===== config.mk =====
export PLATFORM = sky130hd
export DESIGN_NAME = multicycle_controller_flat
export DESIGN_NICKNAME = d
export VERILOG_FILES = /design/src/rtl/multicycle_controller_if.sv /design/src/rtl/multicycle_controller.sv /design/src/flat_wrapper.sv
export SDC_FILE = /design/constraint.sdc
export NUM_CORES = 1
export LEC_CHECK = 0
export CAP_MARGIN = 20
export CORE_ASPECT_RATIO = 0.9
export CORE_MARGIN = 2
export CORE_UTILIZATION = 25
export CTS_BUF_LIST = sky130_fd_sc_hd__clkbuf_8 sky130_fd_sc_hd__clkbuf_16
export CTS_CLUSTER_DIAMETER = 60
export DETAILED_ROUTE_END_ITERATION = 6
export PLACE_DENSITY = 0.45
export RECOVER_POWER = 50
export SYNTH_ARGS = -nofsm -noshare
export SYNTH_HDL_FRONTEND = slang
export SYNTH_SLANG_ARGS = --single-unit

===== constraint.sdc =====
create_clock -name clk -period 3.05 [get_ports clk]
set_input_delay 0.7625 -clock clk [delete_from_list [all_inputs] [get_ports clk]]
set_output_delay 0.7625 -clock clk [all_outputs]
set_load 0.005 [all_outputs]

===== src/rtl/multicycle_controller_if.sv =====
// Bus between the multicycle controller and its datapath/memory side.
// The controller is the slave; the datapath/bench drives the master side.
interface multicycle_controller_if #(
    parameter int CNT_W = 32
);
    logic [6:0]       Opcode;
    logic             imem_ready;
    logic             dmem_ready;
    logic             imem_req;
    logic             dmem_req;
    logic             IRWrite;
    logic             PCWrite;
    logic             ALUSrc;
    logic             MemtoReg;
    logic             RegWrite;
    logic             MemRead;
    logic             MemWrite;
    logic             Branch;
    logic             JalrSel;
    logic             jal_signal;
    logic             lui_signal;
    logic             auipc_signal;
    logic [1:0]       ALUOp;
    logic [2:0]       state;
    logic             halted;
    logic             error;
    logic [CNT_W-1:0] instret;

    modport master (
        output Opcode, imem_ready, dmem_ready,
        input  imem_req, dmem_req, IRWrite, PCWrite, ALUSrc, MemtoReg, RegWrite,
               MemRead, MemWrite, Branch, JalrSel, jal_signal, lui_signal,
               auipc_signal, ALUOp, state, halted, error, instret
    );

    modport slave (
        input  Opcode, imem_ready, dmem_ready,
        output imem_req, dmem_req, IRWrite, PCWrite, ALUSrc, MemtoReg, RegWrite,
               MemRead, MemWrite, Branch, JalrSel, jal_signal, lui_signal,
               auipc_signal, ALUOp, state, halted, error, instret
    );
endinterface


===== src/rtl/multicycle_controller.sv =====
// Multicycle RV32-style control FSM: FETCH/DECODE/EXEC/MEM/WB with memory wait
// timeout, HALT/ERR absorbing states and a retired-instruction counter.
module multicycle_controller #(
    parameter int TIMEOUT_CYCLES = 16,
    parameter int AUIPC_EN       = 1,
    parameter int CNT_W          = 32
) (
    input logic                    clk,
    input logic                    reset,
    multicycle_controller_if.slave bus
);
    typedef enum logic [2:0] {
        S_FETCH  = 3'd0,
        S_DECODE = 3'd1,
        S_EXEC   = 3'd2,
        S_MEM    = 3'd3,
        S_WB     = 3'd4,
        S_HALT   = 3'd5,
        S_ERR    = 3'd6
    } state_t;

    typedef enum logic [3:0] {
        C_NONE, C_R, C_I, C_LW, C_SW, C_BR, C_JAL, C_JALR, C_LUI, C_AUIPC, C_HALT
    } cls_t;

    localparam int WAIT_W = $clog2(TIMEOUT_CYCLES + 1) + 1;

    state_t           state_q;
    cls_t             cls_q;
    cls_t             cls_d;
    logic [WAIT_W-1:0] wait_q;
    logic [WAIT_W-1:0] wait_inc;
    logic             timeout_hit;
    logic [CNT_W-1:0] instret_q;

    logic       imem_req, dmem_req, ir_write, pc_write, alu_src, memto_reg;
    logic       reg_write, mem_read, mem_write, branch, jalr_sel;
    logic       jal_s, lui_s, auipc_s;
    logic [1:0] alu_op;

    function automatic cls_t decode(input logic [6:0] op);
        case (op)
            7'b0110011: return C_R;
            7'b0010011: return C_I;
            7'b0000011: return C_LW;
            7'b0100011: return C_SW;
            7'b1100011: return C_BR;
            7'b1101111: return C_JAL;
            7'b1100111: return C_JALR;
            7'b0110111: return C_LUI;
            7'b0010111: return (AUIPC_EN != 0) ? C_AUIPC : C_NONE;
            7'b1111111: return C_HALT;
            default:    return C_NONE;
        endcase
    endfunction

    assign cls_d       = decode(bus.Opcode);
    assign wait_inc    = wait_q + 1'b1;
    assign timeout_hit = (TIMEOUT_CYCLES != 0) && (wait_inc == WAIT_W'(TIMEOUT_CYCLES));

    always_ff @(posedge clk or negedge reset) begin
        if (!reset) begin
            state_q   <= S_FETCH;
            cls_q     <= C_NONE;
            wait_q    <= '0;
            instret_q <= '0;
        end else begin
            instret_q <= instret_q + CNT_W'(pc_write);
            case (state_q)
                S_FETCH: begin
                    if (bus.imem_ready) begin
                        wait_q  <= '0;
                        state_q <= S_DECODE;
                    end else begin
                        wait_q <= wait_inc;
                        if (timeout_hit) state_q <= S_ERR;
                    end
                end
                S_DECODE: begin
                    cls_q <= cls_d;
                    if (cls_d == C_HALT)      state_q <= S_HALT;
                    else if (cls_d == C_NONE) state_q <= S_ERR;
                    else                      state_q <= S_EXEC;
                end
                S_EXEC: begin
                    case (cls_q)
                        C_LW, C_SW: state_q <= S_MEM;
                        C_BR:       state_q <= S_FETCH;
                        default:    state_q <= S_WB;
                    endcase
                end
                S_MEM: begin
                    if (bus.dmem_ready) begin
                        wait_q  <= '0;
                        state_q <= (cls_q == C_LW) ? S_WB : S_FETCH;
                    end else begin
                        wait_q <= wait_inc;
                        if (timeout_hit) state_q <= S_ERR;
                    end
                end
                S_WB:    state_q <= S_FETCH;
                S_HALT:  state_q <= S_HALT;
                S_ERR:   state_q <= S_ERR;
                default: state_q <= S_ERR;
            endcase
        end
    end

    // Controls decode from the registered state/class; only IRWrite and the
    // SW-completion PCWrite look at a ready input. Reset forces everything low.
    always_comb begin
        imem_req  = 1'b0;
        dmem_req  = 1'b0;
        ir_write  = 1'b0;
        pc_write  = 1'b0;
        alu_src   = 1'b0;
        memto_reg = 1'b0;
        reg_write = 1'b0;
        mem_read  = 1'b0;
        mem_write = 1'b0;
        branch    = 1'b0;
        jalr_sel  = 1'b0;
        jal_s     = 1'b0;
        lui_s     = 1'b0;
        auipc_s   = 1'b0;
        alu_op    = 2'b00;
        if (reset) begin
            case (state_q)
                S_FETCH: begin
                    imem_req = 1'b1;
                    ir_write = bus.imem_ready;
                end
                S_EXEC: begin
                    case (cls_q)
                        C_BR:        alu_op = 2'b01;
                        C_R, C_I:    alu_op = 2'b10;
                        C_JAL, C_JALR: alu_op = 2'b11;
                        default:     alu_op = 2'b00;
                    endcase
                    alu_src  = (cls_q inside {C_LW, C_SW, C_I, C_JAL, C_JALR, C_AUIPC});
                    branch   = (cls_q inside {C_BR, C_JAL, C_JALR});
                    jalr_sel = (cls_q == C_JALR);
                    pc_write = (cls_q == C_BR);
                end
                S_MEM: begin
                    dmem_req  = 1'b1;
                    mem_read  = (cls_q == C_LW);
                    mem_write = (cls_q == C_SW);
                    pc_write  = (cls_q == C_SW) && bus.dmem_ready;
                end
                S_WB: begin
                    reg_write = 1'b1;
                    pc_write  = 1'b1;
                    memto_reg = (cls_q == C_LW);
                    jal_s     = (cls_q inside {C_JAL, C_JALR});
                    lui_s     = (cls_q == C_LUI);
                    auipc_s   = (cls_q == C_AUIPC);
                end
                default: ;
            endcase
        end
    end

    assign bus.imem_req     = imem_req;
    assign bus.dmem_req     = dmem_req;
    assign bus.IRWrite      = ir_write;
    assign bus.PCWrite      = pc_write;
    assign bus.ALUSrc       = alu_src;
    assign bus.MemtoReg     = memto_reg;
    assign bus.RegWrite     = reg_write;
    assign bus.MemRead      = mem_read;
    assign bus.MemWrite     = mem_write;
    assign bus.Branch       = branch;
    assign bus.JalrSel      = jalr_sel;
    assign bus.jal_signal   = jal_s;
    assign bus.lui_signal   = lui_s;
    assign bus.auipc_signal = auipc_s;
    assign bus.ALUOp        = alu_op;
    assign bus.state        = state_q;
    assign bus.halted       = (state_q == S_HALT);
    assign bus.error        = (state_q == S_ERR);
    assign bus.instret      = instret_q;
endmodule


===== src/flat_wrapper.sv =====
// flat-port wrapper written by rule: the top's interface ports become plain ports
module multicycle_controller_flat 
#(
    parameter int TIMEOUT_CYCLES = 16,
    parameter int AUIPC_EN       = 1,
    parameter int CNT_W          = 32
)
  (clk, reset, bus_Opcode, bus_imem_ready, bus_dmem_ready, bus_imem_req, bus_dmem_req, bus_IRWrite, bus_PCWrite, bus_ALUSrc, bus_MemtoReg, bus_RegWrite, bus_MemRead, bus_MemWrite, bus_Branch, bus_JalrSel, bus_jal_signal, bus_lui_signal, bus_auipc_signal, bus_ALUOp, bus_state, bus_halted, bus_error, bus_instret);
  multicycle_controller_if #(.CNT_W(CNT_W)) bus_i ();
  input logic clk;
  input logic reset;
  input wire logic [$bits(bus_i.Opcode)-1:0] bus_Opcode;
  input wire logic [$bits(bus_i.imem_ready)-1:0] bus_imem_ready;
  input wire logic [$bits(bus_i.dmem_ready)-1:0] bus_dmem_ready;
  output wire logic [$bits(bus_i.imem_req)-1:0] bus_imem_req;
  output wire logic [$bits(bus_i.dmem_req)-1:0] bus_dmem_req;
  output wire logic [$bits(bus_i.IRWrite)-1:0] bus_IRWrite;
  output wire logic [$bits(bus_i.PCWrite)-1:0] bus_PCWrite;
  output wire logic [$bits(bus_i.ALUSrc)-1:0] bus_ALUSrc;
  output wire logic [$bits(bus_i.MemtoReg)-1:0] bus_MemtoReg;
  output wire logic [$bits(bus_i.RegWrite)-1:0] bus_RegWrite;
  output wire logic [$bits(bus_i.MemRead)-1:0] bus_MemRead;
  output wire logic [$bits(bus_i.MemWrite)-1:0] bus_MemWrite;
  output wire logic [$bits(bus_i.Branch)-1:0] bus_Branch;
  output wire logic [$bits(bus_i.JalrSel)-1:0] bus_JalrSel;
  output wire logic [$bits(bus_i.jal_signal)-1:0] bus_jal_signal;
  output wire logic [$bits(bus_i.lui_signal)-1:0] bus_lui_signal;
  output wire logic [$bits(bus_i.auipc_signal)-1:0] bus_auipc_signal;
  output wire logic [$bits(bus_i.ALUOp)-1:0] bus_ALUOp;
  output wire logic [$bits(bus_i.state)-1:0] bus_state;
  output wire logic [$bits(bus_i.halted)-1:0] bus_halted;
  output wire logic [$bits(bus_i.error)-1:0] bus_error;
  output wire logic [$bits(bus_i.instret)-1:0] bus_instret;
  assign bus_i.Opcode = bus_Opcode;
  assign bus_i.imem_ready = bus_imem_ready;
  assign bus_i.dmem_ready = bus_dmem_ready;
  assign bus_imem_req = bus_i.imem_req;
  assign bus_dmem_req = bus_i.dmem_req;
  assign bus_IRWrite = bus_i.IRWrite;
  assign bus_PCWrite = bus_i.PCWrite;
  assign bus_ALUSrc = bus_i.ALUSrc;
  assign bus_MemtoReg = bus_i.MemtoReg;
  assign bus_RegWrite = bus_i.RegWrite;
  assign bus_MemRead = bus_i.MemRead;
  assign bus_MemWrite = bus_i.MemWrite;
  assign bus_Branch = bus_i.Branch;
  assign bus_JalrSel = bus_i.JalrSel;
  assign bus_jal_signal = bus_i.jal_signal;
  assign bus_lui_signal = bus_i.lui_signal;
  assign bus_auipc_signal = bus_i.auipc_signal;
  assign bus_ALUOp = bus_i.ALUOp;
  assign bus_state = bus_i.state;
  assign bus_halted = bus_i.halted;
  assign bus_error = bus_i.error;
  assign bus_instret = bus_i.instret;
  multicycle_controller #(.TIMEOUT_CYCLES(TIMEOUT_CYCLES), .AUIPC_EN(AUIPC_EN), .CNT_W(CNT_W)) u_core (.clk(clk), .reset(reset), .bus(bus_i));
endmodule

# Yosys cells after proc, flatten, opt, wreduce, memory -nomap -nowiden
# Cells that the tools add are included.
word_totals:
  register_bits: 45
  elab_cells: 86
  inputBits: 11
  output_inout_bits: 53
classes:
  muxes: 43
  eq_ne: 27
  reduce_logical: 10
  addsub: 2
op_table:
  columns: ["operator", "count"]
  rows:
  - ["one-hot mux 4 bit (10 select lines)", 1]
  - ["adder 32 x 1 -> 32 bit", 1]
  - ["equality test 7 bit (second input constant)", 4]
  - ["2-to-1 mux 1 bit", 27]
  - ["equality test 7 x 6 -> 1 bit (second input constant)", 3]
  - ["2-to-1 mux 3 bit", 6]
  - ["one-hot mux 3 bit (6 select lines)", 1]
  - ["equality test 4 x 3 -> 1 bit (second input constant)", 4]
  - ["equality test 7 x 5 -> 1 bit (second input constant)", 2]
  - ["equality test 4 bit (second input constant)", 3]
  - ["2-to-1 mux 6 bit", 2]
  - ["one-hot mux 6 bit (2 select lines)", 1]
  - ["equality test 3 bit (second input constant)", 3]
  - ["equality test 4 x 2 -> 1 bit (second input constant)", 2]
  - ["equality test 7 x 2 -> 1 bit (second input constant)", 1]
  - ["adder 6 x 1 -> 6 bit (second input constant)", 1]
  - ["equality test 3 x 2 -> 1 bit (second input constant)", 2]
  - ["equality test 6 x 5 -> 1 bit (second input constant)", 1]
  - ["one-hot mux 2 bit (3 select lines)", 1]
  - ["one-hot mux 3 bit (2 select lines)", 1]
  - ["nonzero test 6 bit", 1]
  - ["OR reduction 2 bit", 3]
  - ["equality test 4 x 1 -> 1 bit (second input constant)", 1]
  - ["logical NOT 4 bit", 1]
  - ["other kinds (7)", 9]

# Longest topological paths before layout
logic_depth:
  ltp_word: 6
  mapped_depth: 13
  depth_no_buf: 12

# Worst setup path before layout
# No wires, ideal clock.
synth_timing:
  path_kind: "reg2reg"
  start: "register u_core.cls_q[3]"
  end: "register u_core.instret_q[24], in the netlist u_core.bus.instret[24]"
  period_less_slack_ns: 2.436
  setup_time_ns: 0.124
  required_ns: 2.926
  t_arrival_ns: 2.312
  path_stages_with_launch: 14
  slack_ns: 0.614
  path_buffers: 1
  path_cell_list: "dfrtp_1 clkbuf_1 nand2b_1 nor3_1 a21oi_1 o21ai_0 and2_1 ha_1 ha_1 nand2_1 nor2_8 nand4_2 or2_1 xnor2_1"
synth_via:
  elab_chain_cells: 5
  elab_cells_between_ends: 6
  cone_classes: "add/sub: 1; eq/ne: 2; mux: 2; reduce/logical: 1"
synth_lines:
  columns: ["item", "line_no", "text"]
  rows:
  - ["start: declaration", "multicycle_controller.sv:29", "cls_t cls_q;"]
  - ["start signal: assignment", "multicycle_controller.sv:80", "cls_q <= cls_d;"]
  - ["equality test 4 x 3 -> 1 bit", "multicycle_controller.sv:149", "pc_write = (cls_q == C_SW) && bus.dmem_ready;"]
  - ["logical AND 1 bit", "multicycle_controller.sv:149", null]
  - ["one-hot mux 1 bit (3 select lines) *", "multicycle_controller.sv:128", "case (state_q)"]
  - ["2-to-1 mux 1 bit *", "multicycle_controller.sv:127", "if (reset) begin"]
  - ["named net bus_PCWrite", "flat_wrapper.sv:18", "output wire logic [$bits(bus_i.PCWrite)-1:0] bus_PCWrite;"]
  - ["adder 32 x 1 -> 32 bit *", "multicycle_controller.sv:68", "instret_q <= instret_q + CNT_W'(pc_write);"]
  - ["end signal: assignment", "multicycle_controller.sv:68", null]
  - ["end: declaration", "multicycle_controller.sv:34", "logic [CNT_W-1:0] instret_q;"]
# Mark *: on every way through the listed nets, which the timed path passes. The rest lies on a longest branch.
# A chain may end at the register's enable or synchronous reset.

# Worst setup path after layout
layout_timing:
  start: "input bus_dmem_ready"
  end: "output bus_PCWrite"
layout_via:
  elab_chain_cells: 3
layout_lines:
  columns: ["item", "line_no", "text"]
  rows:
  - ["start: declaration", "flat_wrapper.sv:14", "input wire logic [$bits(bus_i.dmem_ready)-1:0] bus_dmem_ready;"]
  - ["logical AND 1 bit", "multicycle_controller.sv:149", null]
  - ["one-hot mux 1 bit (3 select lines)", "multicycle_controller.sv:128", null]
  - ["2-to-1 mux 1 bit", "multicycle_controller.sv:127", null]
  - ["end: declaration", "flat_wrapper.sv:18", null]
# Every way passes these cells.

==> metrics.md <==
| Metric | Value |
|---|---|
| Status | finished, final reports clean |
| Drt first pass iters | 4 |
| Min cycle time layout | 2940 ps |
| Setup bufs post-CTS | 0 |
| Drt first-iter violations | 120 |
| Area contributors post-synth | dfrtp_1, xnor2_1, nand2_1 |
| Worst EP required | 2290 ps |
| Post-Route Utilization | 35.4% |
| DIE WIDTH | around 110 um |
| CTS root buf | clkbuf_8 |
| I/O Buffers | 63 |
| Max incr delay on CP | between 500 and 600 ps |
| Max Cap Viol | 0 |
| DRT Wirelength | 6.32 mm |
| Starting Density | 25.7% |
| H-tree levels | 2 |
| Worst min-delay path class | in -> async |
| Clock Power Share | between 40% and 50% |
| Most common cell after layout, fill and taps aside | dfrtp_1 |
| Layout Skew | roughly 7.3 ps |
| Routed len/inst | 13.5 um |
| Cell variety after synth | 50 |
| Switching power | 0.000246 W |
| Final number of max-transition violations | 0 |
| Max Root-Sink Buffers | 2 |
| RSZ-0062 raised after global routing | false |
| Setup TNS | 0 ps |
| Area leader, netlist | dfrtp_1 |
| Synthesized cell area | 2490 um^2 |
| Largest net degree at the start of global routing | 29 |
| # nets final | around 350 |
| CP arrival | 2170 ps |
| Clock sink count | 45 |
| Reg clk slew, reported paths | 90 ps |
| Slowest cell on the critical path | dlygate4sd3_1 |
| Critical path class | in -> out |
| Post-synth top flop | dfrtp_1 |
| Yosys reg bits | 45 |
| Detailed-route via count | around 2200 |
| Layout cells sized above 1 | 7.94% |
| Die area | 10800 um^2 |
| Max FO, Critical Path | 2 |
| Num ports | 64 |
| Final Cycle Share | 96.3% |
| Gp weighted congestion | 0.771 |
| Reg power frac | around 54% |
| Routed Antenna Nets | 0 |
| Ys Warns | 0 |
| Hold Fails Final Rpt | 0 |
| Vias/cell | 4.65 |
| Syn_area_per_cell | 9.36 um^2 |
| Syn Inst Count | 266 |
| GRT Total Usage | 12.0% |
| Slew headroom | 32.9% |
| Core Region | 9700 um^2 |
| GRT Residual Overflow | 0 |
| Comb pwr share | between 4 and 5% |
| Yosys top cell area share | ~45% |
| Post-synth ARST share | 100% |
| First-pass GRT wire length | roughly 10 mm |
| Bufs and invs on worst path | 2 |
| Worst-Skew Late Latency | 300 ps |
| Static leakage | approximately 1.5 nW |
| Synth Net Count | 280 |
| CP Launch Type | input pin |
| Die Ht | between 90 and 100 um |
| Hpwl dp | 4.72 mm |
| Drt drc | 0 |
| Rows | 34 |
| TritonCTS buffer count | 5 |
| Final setup viols | 0 |
| CTS tree | yes |
| Final Total Pwr | between 0.001 and 0.0015 W |
| Crit end category | output pin |
| Post-synth EDFFs | 0 |
| Critical-path cell list | dlygate4sd3_1 > nand4b_1 > o21ai_0 > and2_1 > clkdlybuf4s50_1 |
| Syn-to-layout area delta | 37.9% |
| Peak Freq | 0.340 GHz |
| Register area share after synthesis | 45.2% |
| VDD IR max | 0.172 mV |
| Most frequent cells in the layout | dfrtp_1, clkdlybuf4s50_1, nand2_1 |
| Family with the most delay on the worst path | buffers and inverters |
| Initial antenna violation count | 1 |
| PwrDens | approximately 320 nW/um^2 |
| Vias in the first global route | 2094 |
| P_int | 0.000866 W |
| Worst slew pin tran | ~1000 ps |
| Sw Ratio | 22.2% |
[area by class of cell]
class                      instances  area, um^2
sequential                        45        1130
antenna                            1        2.50
timing repair buffer              72         698
clock buffer                       5        68.8
fill                            1005        6260
inverter                           7        26.3
clock inverter                     3        46.3
tap                              126         158
multi-input combinational        208        1310
[cell usage after synthesis, types with 2 or more instances]
library cell	instances
dfrtp_1	45
nand2_1	33
xnor2_1	24
nor2_1	19
nand3_1	18
o21ai_0	16
xor2_1	9
and3_1	8
nor3_1	8
inv_1	7
nand4_1	7
nor2b_1	7
and2_1	6
a21oi_1	5
buf_2	3
clkbuf_1	3
ha_1	3
nand2b_1	3
o31ai_1	3
a211o_1	2
a31oi_1	2
and2_2	2
and3_4	2
and4_1	2
nor4_1	2
o22ai_1	2
o41ai_1	2
[power groups by stage]
| stage | registers (W) | clock network (W) | logic [W] |
|---|---|---|---|
| floorplan | 0.000613 | 0 | 0.0000145 |
| global placement | 0.000614 | 0 | 0.0000558 |
| detailed placement | 0.000614 | 0 | 0.0000558 |
| CTS | 0.000602 | 0.000479 | 0.0000560 |
| global route | 0.000603 | 0.000504 | 0.0000598 |
| finish | 0.000602 | 0.000458 | 0.0000521 |
[metrics by stage]
stage	cell area [um^2]	hold slack (ps)	cells	setup WS, ps
after floorplan	2490	455	266	614
after global placement	3330	483	458	151
after detailed placement	3330	478	458	147
after CTS	3440	471	466	136
after global routing	3430	472	467	41.5
final	3430	468	467	113
[timing repair]
action                     in CTS  in global routing
hold buffers                    0                  0
setup endpoints to repair       0                  1
gates resized for setup         0                  1
[routing by layer]
| metal | up-vias | wire length (um) | track usage, % |
|---|---|---|---|
| met2 | 61 | 2600 | 17.4 |
| met1 | 1021 | 3190 | 17.4 |
| met3 | 7 | 443 | 3.57 |
| met4 | 0 | 79 | 3.21 |
| li1 | 1084 | - | - |
| met5 | - | 0 | 0 |
[path summary, 6_finish.rpt]
| check | start | to | slack, ps | cells past startpoint |
|---|---|---|---|---|
| hold / removal | reset | u_core.bus.instret[11] | 470 | 2 |
| hold reg to reg | u_core.bus.instret[31] | u_core.bus.instret[31] | 480 | 1 |
| setup reg to reg | u_core.cls_q[1] | u_core.bus.instret[24] | 560 | 11 |
| setup / recovery | bus_dmem_ready | bus_PCWrite | 110 | 5 |
| min in group clk | u_core.bus.instret[31] | u_core.bus.instret[31] | 480 | 1 |
| max in group asynchronous | reset | u_core.bus.instret[15] | 1640 | 2 |
[registers in the layout (all words and copies together) (netlist names)]
register            cells
u_core.bus.instret     32
u_core.wait_q           6
u_core.cls_q            4
u_core.bus.state        3
[cells by family (layout without fill, tap and decap cells)]
kind of cell	after synthesis	count (layout)	synth area share, %
flip-flops	45	45	45.2
other	0	1	0
adder cells (fa/ha/maj)	3	3	1.51
AO/OA/AOI/OAI	41	41	10.7
XOR/XNOR	33	33	11.6
multiplexers	1	1	0.402
AND/OR/NAND/NOR	130	130	28.5
buffers and inverters	13	87	2.11
Note: power is estimated with default switching activity, not from simulation.
